==> src/rtl/bip_defs.sv <==
// Shared constants for the BIP sequencer: opcodes, FSM state codes and datapath select encodings.
package bip_defs;

   localparam logic [4:0] OP_HLT  = 5'b00000;
   localparam logic [4:0] OP_STO  = 5'b00001;
   localparam logic [4:0] OP_LD   = 5'b00010;
   localparam logic [4:0] OP_LDI  = 5'b00011;
   localparam logic [4:0] OP_ADD  = 5'b00100;
   localparam logic [4:0] OP_ADDI = 5'b00101;
   localparam logic [4:0] OP_SUB  = 5'b00110;
   localparam logic [4:0] OP_SUBI = 5'b00111;

   localparam logic [2:0] ST_IDLE   = 3'd0;
   localparam logic [2:0] ST_FETCH  = 3'd1;
   localparam logic [2:0] ST_DECODE = 3'd2;
   localparam logic [2:0] ST_EXEC   = 3'd3;
   localparam logic [2:0] ST_HALT   = 3'd4;

   localparam logic [1:0] SEL_A_MEM = 2'b00;
   localparam logic [1:0] SEL_A_IMM = 2'b01;
   localparam logic [1:0] SEL_A_ALU = 2'b10;
   localparam logic       SEL_B_MEM = 1'b0;
   localparam logic       SEL_B_IMM = 1'b1;
   localparam logic       ALU_ADD   = 1'b0;
   localparam logic       ALU_SUB   = 1'b1;

endpackage

==> src/rtl/bip_decoder.sv <==
// Combinational opcode decode; strobes are ungated here and qualified by state in the controller.
module bip_decoder
   import bip_defs::*;
(
   input  logic [4:0] opcode_i,
   output logic       wr_ram_o,
   output logic       rd_ram_o,
   output logic       wr_acc_o,
   output logic [1:0] sel_a_o,
   output logic       sel_b_o,
   output logic       alu_op_o,
   output logic       is_halt_o
);

   always_comb begin
      wr_ram_o  = 1'b0;
      rd_ram_o  = 1'b0;
      wr_acc_o  = 1'b0;
      sel_a_o   = SEL_A_MEM;
      sel_b_o   = SEL_B_MEM;
      alu_op_o  = ALU_ADD;
      is_halt_o = 1'b0;
      case (opcode_i)
         OP_HLT:  is_halt_o = 1'b1;
         OP_STO:  wr_ram_o  = 1'b1;
         OP_LD: begin
            rd_ram_o = 1'b1;
            wr_acc_o = 1'b1;
         end
         OP_LDI: begin
            wr_acc_o = 1'b1;
            sel_a_o  = SEL_A_IMM;
         end
         OP_ADD: begin
            rd_ram_o = 1'b1;
            wr_acc_o = 1'b1;
            sel_a_o  = SEL_A_ALU;
         end
         OP_ADDI: begin
            wr_acc_o = 1'b1;
            sel_a_o  = SEL_A_ALU;
            sel_b_o  = SEL_B_IMM;
         end
         OP_SUB: begin
            rd_ram_o = 1'b1;
            wr_acc_o = 1'b1;
            sel_a_o  = SEL_A_ALU;
            alu_op_o = ALU_SUB;
         end
         OP_SUBI: begin
            wr_acc_o = 1'b1;
            sel_a_o  = SEL_A_ALU;
            sel_b_o  = SEL_B_IMM;
            alu_op_o = ALU_SUB;
         end
         default: ;
      endcase
   end

endmodule

==> src/rtl/bip_control.sv <==
// BIP sequencer: owns the PC, runs FETCH/DECODE/EXEC per instruction and issues one-cycle datapath strobes.
module bip_control
   import bip_defs::*;
#(
   parameter int ADDR_LENGTH   = 11,
   parameter int OPCODE_LENGTH = 5,
   parameter int INSTR_LENGTH  = OPCODE_LENGTH + ADDR_LENGTH
) (
   input  logic                    clk,
   input  logic                    reset,
   input  logic                    start,
   output logic [ADDR_LENGTH-1:0]  pm_addr,
   input  logic [INSTR_LENGTH-1:0] pm_instruction,
   output logic [ADDR_LENGTH-1:0]  operand,
   output logic                    rd_ram,
   output logic                    wr_ram,
   output logic                    wr_acc,
   output logic [1:0]              sel_a,
   output logic                    sel_b,
   output logic                    alu_op,
   output logic                    halted,
   output logic [15:0]             instr_count
);

   logic [2:0]              state_q, state_d;
   logic [ADDR_LENGTH-1:0]  pc_q, pc_d;
   logic [INSTR_LENGTH-1:0] ir_q, ir_d;
   logic [15:0]             cnt_q, cnt_d;

   logic                    in_decode, in_exec, acc_write;
   logic [INSTR_LENGTH-1:0] instr_cur;
   logic                    dec_wr_ram, dec_rd_ram, dec_wr_acc, dec_sel_b, dec_alu_op, dec_halt;
   logic [1:0]              dec_sel_a;

   assign in_decode = (state_q == ST_DECODE);
   assign in_exec   = (state_q == ST_EXEC);

   // The IR is only loaded at the end of DECODE, so during DECODE the live memory word stands in for it.
   assign instr_cur = in_decode ? pm_instruction : ir_q;

   bip_decoder u_decoder (
      .opcode_i  (instr_cur[INSTR_LENGTH-1 -: 5]),
      .wr_ram_o  (dec_wr_ram),
      .rd_ram_o  (dec_rd_ram),
      .wr_acc_o  (dec_wr_acc),
      .sel_a_o   (dec_sel_a),
      .sel_b_o   (dec_sel_b),
      .alu_op_o  (dec_alu_op),
      .is_halt_o (dec_halt)
   );

   always_comb begin
      state_d = state_q;
      pc_d    = pc_q;
      ir_d    = ir_q;
      cnt_d   = cnt_q;
      case (state_q)
         ST_IDLE:   if (start) state_d = ST_FETCH;
         ST_FETCH:  state_d = ST_DECODE;
         ST_DECODE: begin
            ir_d    = pm_instruction;
            state_d = ST_EXEC;
         end
         ST_EXEC: begin
            if (cnt_q != 16'hFFFF) cnt_d = cnt_q + 16'd1;
            if (dec_halt) begin
               state_d = ST_HALT;
            end else begin
               pc_d    = pc_q + {{(ADDR_LENGTH-1){1'b0}}, 1'b1};
               state_d = ST_FETCH;
            end
         end
         ST_HALT:   state_d = ST_HALT;
         default:   state_d = ST_IDLE;
      endcase
   end

   always_ff @(posedge clk or posedge reset) begin
      if (reset) begin
         state_q <= ST_IDLE;
         pc_q    <= '0;
         ir_q    <= '0;
         cnt_q   <= '0;
      end else begin
         state_q <= state_d;
         pc_q    <= pc_d;
         ir_q    <= ir_d;
         cnt_q   <= cnt_d;
      end
   end

   // Strobes are derived from the registered state so an asynchronous reset kills them immediately.
   assign acc_write   = in_exec & dec_wr_acc;
   assign pm_addr     = pc_q;
   assign operand     = instr_cur[ADDR_LENGTH-1:0];
   assign rd_ram      = in_decode & dec_rd_ram;
   assign wr_ram      = in_exec & dec_wr_ram;
   assign wr_acc      = acc_write;
   assign sel_a       = acc_write ? dec_sel_a : SEL_A_MEM;
   assign sel_b       = acc_write & dec_sel_b;
   assign alu_op      = acc_write & dec_alu_op;
   assign halted      = (state_q == ST_HALT);
   assign instr_count = cnt_q;

endmodule

==> config.mk <==
export PLATFORM = sky130hd
export DESIGN_NAME = bip_control
export DESIGN_NICKNAME = d
export VERILOG_FILES = /design/src/rtl/bip_defs.sv /design/src/rtl/bip_decoder.sv /design/src/rtl/bip_control.sv
export SDC_FILE = /design/constraint.sdc
export NUM_CORES = 1
export LEC_CHECK = 0
export BUFFER_PORTS_ARGS = -buffer_cell sky130_fd_sc_hd__buf_2
export CORE_ASPECT_RATIO = 0.9
export CORE_MARGIN = 10
export CORE_UTILIZATION = 35
export DETAILED_ROUTE_END_ITERATION = 6
export PLACE_DENSITY = 0.63
export SYNTH_ARGS = -nofsm -noshare
export SYNTH_HDL_FRONTEND = slang
export SYNTH_SLANG_ARGS = --single-unit
==> constraint.sdc <==
create_clock -name clk -period 2.6 [get_ports clk]
set_input_delay 0.13 -clock clk [delete_from_list [all_inputs] [get_ports clk]]
set_output_delay 0.13 -clock clk [all_outputs]
set_load 0.05 [all_outputs]
==> key figures, run 1 <==
Clock network
  – Inserted Clock Buffers: 5
  – H-tree depth: 2
  – Clock Sinks: 46
  – Clock Path Buffers: 2
  – Root buf cell: clkbuf_8
  – Clock Latency Late Sink: 0.30 ns
  – CTS clk-pin slew, worst paths: 0.09 ns
  – CTS tree: yes
  – Postcts setup bufs: 0
  – Cts repair resizes: 0
  – Hold_buf cts: 0

Detailed routing
  – Met2 WL: 2100 µm
  – DRC: 0
  – Initial DRC count: 25
  – Met3 wire len: 364 µm
  – Drt pass-1 iters: 4
  – M1 WL: 2380 µm
  – Via-to-Cell Ratio: 4.67
  – Total Wirelength: 4900 µm
  – Top Layer Used: met4
  – DR vias: 1607
  – ANT nets after route: 0
  – Routed wire per std cell: 14.2 µm

Floorplan
  – Height of the chip: 95.8 µm
  – Core box area: 6150 µm²
  – Number of I/O pins: 65
  – Die Wd: 104 µm
  – Row count: 27
  – Starting Density: 36.3%
  – Die area: 9980 µm²

Finish
  – Fillers: 622
  – Post-route design area: 2690 µm²
  – Antenna diode count: 0
  – Area growth from synthesis to layout: 20.2%
  – Most common cell after layout, fill and taps aside: buf_2
  – Most frequent cells in the layout: 64 x buf_2, 46 x dfrtp_1, 15 x mux2_2
  – Multi-input gate area: 961 µm²
  – Layout cells sized above 1: 38.1%
  – Register Area: 1150 µm²
  – Nets: 277

Logic synthesis
  – Post-synthesis register bit count: 46
  – Syn Area/Cell: 11.3 µm²
  – Synth warnings: 0
  – Post-Synthesis Cell Area: 2230 µm²
  – Synthesized Nets: 219
  – Area leader, netlist: dfrtp_1
  – Ranking of synthesized cells by area: dfrtp_1 52%, mux2_2 7.6%, xnor2_1 4.7%
  – Share of the synthesized area in the top cell type: 51.5%
  – Sequential area share after synthesis: 51.5%
  – Unique masters post-synth: 40
  – Cell count after synthesis: 198

GRT
  – Global-route wire length before repair: 8220 µm
  – Antenna violations before repair: 0
  – GR Util All Layers: 10.0%
  – Total gr overflow: 0
  – Largest net degree at the start of global routing: 47
  – Vias in the first global route: 1655

Critical path
  – Critical Path RT: 2.47 ns
  – Crit start category: flip-flop
  – Crit path capture type: primary output
  – Worst-path fanout max: 10
  – Reg2Reg Depth: 4
  – CP Class: reg2out
  – WP data arrival: 2.18 ns

Pwr
  – Logic gate share of total power: 50.0%
  – P_int: 1720 µW
  – Flop pwr share: 34.8%
  – Clock power frac: 15.2%
  – Switching Fraction: 48.9%
  – Switch Pwr: 1640 µW
  – IR drop worst, VDD: 0.854 mV
  – PwrDens: 1250 nW/µm²
  – Leak: 0.00135 µW

STA
  – Setup TNS: 0 ns
  – Clock Skews: 0.00429 ns
  – RSZ-0062 raised after global routing: false
  – Final worst path period share: 89.0%
  – Max-slew violations: 0
  – Fmax: 0.432 GHz
  – Minimum clock period: 2.31 ns
  – Final Setup Violations: 0
  – Final Hold Viols: 0
  – Tightest Pin Transition: 0.955 ns
  – Max-slew headroom: 36.2%

Flow run
  – Max Cap Violations: 0

Place
  – Port Buf Inserts: 64
  – DP Area: 2570 µm²
  – Post-DP HPWL: 3710 µm
  – Routability cong.: 0.775

Hold path
  – Type of the most critical hold path: in2async

Status
  – Status: finished clean
path summary, 6_finish.rpt:
kind                                       end              start  slack, ns
worst max-delay path                operand[4]         state_q[0]       0.29
worst min-delay path            instr_count[9]              reset       0.05
worst max register to register      pm_addr[1]           ir_q[13]       0.65
worst min register to register     pm_addr[10]        pm_addr[10]       0.47
max in group asynchronous             ir_q[15]              reset       1.97
min in group clk                       ir_q[8]  pm_instruction[8]       0.07
sequential cells by signal, indices dropped and copies added, names as in the netlist:
signal / count
state_q: 3
pm_addr: 11
instr_count: 16
ir_q: 16
synthesized netlist by cell type, drive strengths merged:
cell type	n
inv	5
a211oi	4
xnor2	12
o31ai	2
nor3	4
nand3	11
and3b	1
and4	3
nand3b	2
or4	2
clkbuf	1
mux2	17
o211ai	1
a31o	1
or3	1
or2	2
nand2	13
nand4	4
and3	8
a21oi	8
buf	14
ha	2
nor2	10
dfrtp	46
a211o	1
nor3b	3
nor2b	2
mux2i	1
nor4	3
nand2b	1
o21ai	1
o21a	1
xor2	11
power groups by stage:
stage	Combinational [µW]	Sequential, µW	Clock [µW]
2_1_floorplan	1230	1420	0
3_3_place_gp	1690	1170	0
3_5_place_dp	1710	1180	0
4_1_cts	1710	1170	535
5_1_grt	1800	1210	564
6_report	1680	1170	512
metrics by stage:
stage	hold slack [ns]	power [µW]	cells	util [%]	worst slack, ns
floorplan	0.267	2650	198	-	0.489
global placement	0.376	2860	336	41.9	0.646
detailed placement	0.381	2880	336	41.9	0.611
CTS	0.0637	3420	344	43.7	0.269
global route	0.0673	3570	344	43.7	0.178
finish	0.0460	3360	344	43.7	0.286
cell families after synthesis:
family          count (synthesis)  synth area share (%)
simple gates                   70                  18.0
flops                          46                  51.5
xor+xnor                       23                  9.02
buf+inv                        20                  5.66
compound gates                 19                  5.49
mux                            18                  9.19
fa+ha+maj                       2                  1.12
critical path: stages (launching register included):
cell     delay (ns)
dfrtp_1        0.47
nor3b_2        0.56
buf_4          0.29
mux2_2         0.36
buf_2          0.21
per-layer routing:
metal	global-route usage, %	up-vias
met2	15.4	48
met5	0	-
met1	12.6	747
met3	4.21	7
li1	-	805
met4	3.47	0
final cells by class:
type	count	share of cell area, %
clock buffer	8	4.10
tap	87	4.05
inverter	5	0.699
multi-input combinational	132	35.8
sequential	46	42.9
timing repair buffer	66	12.5
(Power assumes the default switching activity.)
==> run 2, diff against run 1 <==
- PLACE_DENSITY: 0.63 -> not set
==> key figures, run 2 (synthesis results as in run 1) <==
Status
  – Status: finished clean

STA
  – Clock Skews: 0.00354 ns (-0.000747 ns)
  – Tightest Pin Transition: 0.947 ns (-0.00820 ns)
  – Final Setup Violations: 0 (unchanged)
  – Final worst path period share: 81.8% (-7.2 points)
  – Minimum clock period: 2.13 ns (-0.187 ns)
  – Max-slew headroom: 36.8% (+0.55 points)
  – RSZ-0062 raised after global routing: false
  – Fmax: 0.470 GHz (+8.8%)
  – Final Hold Viols: 0 (unchanged)
  – Max-slew violations: 0 (unchanged)
  – Setup TNS: 0 ns (unchanged)

Place
  – Routability cong.: 0.769 (-0.84%)
  – Port Buf Inserts: 64 (unchanged)
  – DP Area: 2570 µm² (unchanged)
  – Post-DP HPWL: 3800 µm (+2.6%)

Pwr
  – Leak: 0.00133 µW (-1.0%)
  – IR drop worst, VDD: 0.815 mV (-4.6%)
  – PwrDens: 1230 nW/µm² (-2.1%)

Finish
  – Area growth from synthesis to layout: 18.8%
  – Most frequent cells in the layout: 64 x buf_2, 46 x dfrtp_1, 15 x mux2_2
  – Antenna diode count: 0 (unchanged)
  – Nets: 277 (unchanged)
  – Post-route design area: 2650 µm² (-1.2%)
  – Most common cell after layout, fill and taps aside: buf_2
  – Fillers: 638 (+2.6%)
  – Layout cells sized above 1: 37.9% (-0.24 points)

Clock network
  – CTS tree: yes
  – Clock Latency Late Sink: 0.29 ns (about the same)
  – Inserted Clock Buffers: 5 (unchanged)
  – H-tree depth: 2 (unchanged)
  – Cts repair resizes: 0 (unchanged)
  – Postcts setup bufs: 0 (unchanged)
  – Clock Path Buffers: 2 (unchanged)
  – Root buf cell: clkbuf_8
  – CTS clk-pin slew, worst paths: 0.08 ns (about the same)
  – Hold_buf cts: 0 (unchanged)
  – Clock Sinks: 46 (unchanged)

Floorplan
  – Starting Density: 36.3% (unchanged)
  – Height of the chip: 95.8 µm (unchanged)
  – Core box area: 6150 µm² (unchanged)
  – Row count: 27 (unchanged)
  – Die area: 9980 µm² (unchanged)
  – Die Wd: 104 µm (unchanged)
  – Number of I/O pins: 65 (unchanged)

Detailed routing
  – Drt pass-1 iters: 4 (unchanged)
  – ANT nets after route: 0 (unchanged)
  – Via-to-Cell Ratio: 4.70 (+0.60%)
  – DRC: 0 (unchanged)
  – Routed wire per std cell: 14.3 µm (+0.78%)
  – Initial DRC count: 49 (+96%)
  – DR vias: 1612 (+0.31%)
  – Total Wirelength: 4920 µm (+0.49%)

GRT
  – Antenna violations before repair: 0 (unchanged)
  – Largest net degree at the start of global routing: 47 (unchanged)
  – Global-route wire length before repair: 8380 µm (+2.0%)
  – Total gr overflow: 0 (unchanged)
  – GR Util All Layers: 10.2% (+0.18 points)
  – Vias in the first global route: 1732 (+4.7%)

Critical path
  – CP Class: reg2out
  – Crit path capture type: primary output
  – Critical path's slowest cell: dfrtp_1
  – WP buf/inv: 3 (+1)
  – Critical path's top delay family: buffers and inverters
  – WP data arrival: 2.00 ns (-0.18 ns)
  – CP Cell Sequence: nor3b_2 > buf_4 > mux2i_1 > inv_1 > nor2_1 > buf_2
  – Critical Path RT: 2.47 ns (about the same)
  – Critical Path Max Stage Delay: 0.47 ns (-0.09 ns)
  – Crit start category: flip-flop
  – Worst-path fanout max: 13 (+3)

Flow run
  – Max Cap Violations: 0 (unchanged)

Hold path
  – Type of the most critical hold path: in2async
==> run 2: worst paths after layout <==
kind                                         from              end  slack [ns]  cells past startpoint
worst max-delay path                   state_q[0]           wr_ram        0.47                      6
worst min-delay path                        reset  instr_count[12]        0.05                      2
worst max register to register           ir_q[13]       pm_addr[1]        0.66                      4
worst min register to register        pm_addr[10]      pm_addr[10]        0.47                      1
max in group asynchronous                   reset       pm_addr[2]        1.96                      2
min in group clk                pm_instruction[1]          ir_q[1]        0.08                      2
==> run 2: layout make-up <==
class	instances	area (µm²)	area share, %
Sequential cell	46	1150	43.4
Multi-Input combinational cell	132	961	36.2
Clock inverter	2	10.0	0.377
Timing Repair Buffer	66	335	12.6
Tap cell	87	109	4.10
Inverter	5	18.8	0.707
Clock buffer	5	68.8	2.59
==> run 2: metrics by stage <==
stage	setup slack, ns	total power (µW)	utilization [%]	hold slack [ns]	instances
detailed placement	0.665	2890	41.9	0.381	336
finish	0.473	3250	43.2	0.0486	343
CTS	0.439	3310	43.2	0.0671	343
floorplan	0.489	2650	-	0.267	198
global placement	0.699	2860	41.9	0.376	336
global route	0.265	3470	43.2	0.0741	343
==> run 2: metal layers <==
layer | share of wire (%) | track usage (%)
met5 | 0 | 0
met4 | 1.2 | 3.47
met3 | 8.3 | 4.54
met2 | 45 | 17.3
met1 | 45 | 11.4
==> run 2: worst register-to-register path, delay by kind of cell, from the launching register on <==
| kind | cells | cell delay (ns) |
|---|---|---|
| and+or+nand+nor | 3 | 1.07 |
| DFF | 1 | 0.43 |
| muxes | 1 | 0.32 |
==> run 2: where the power goes <==
| group | internal, µW | switching (µW) |
|---|---|---|
| registers | 953 | 212 |
| clock network | 181 | 227 |
| logic | 491 | 1190 |
| total | 1620 | 1630 |
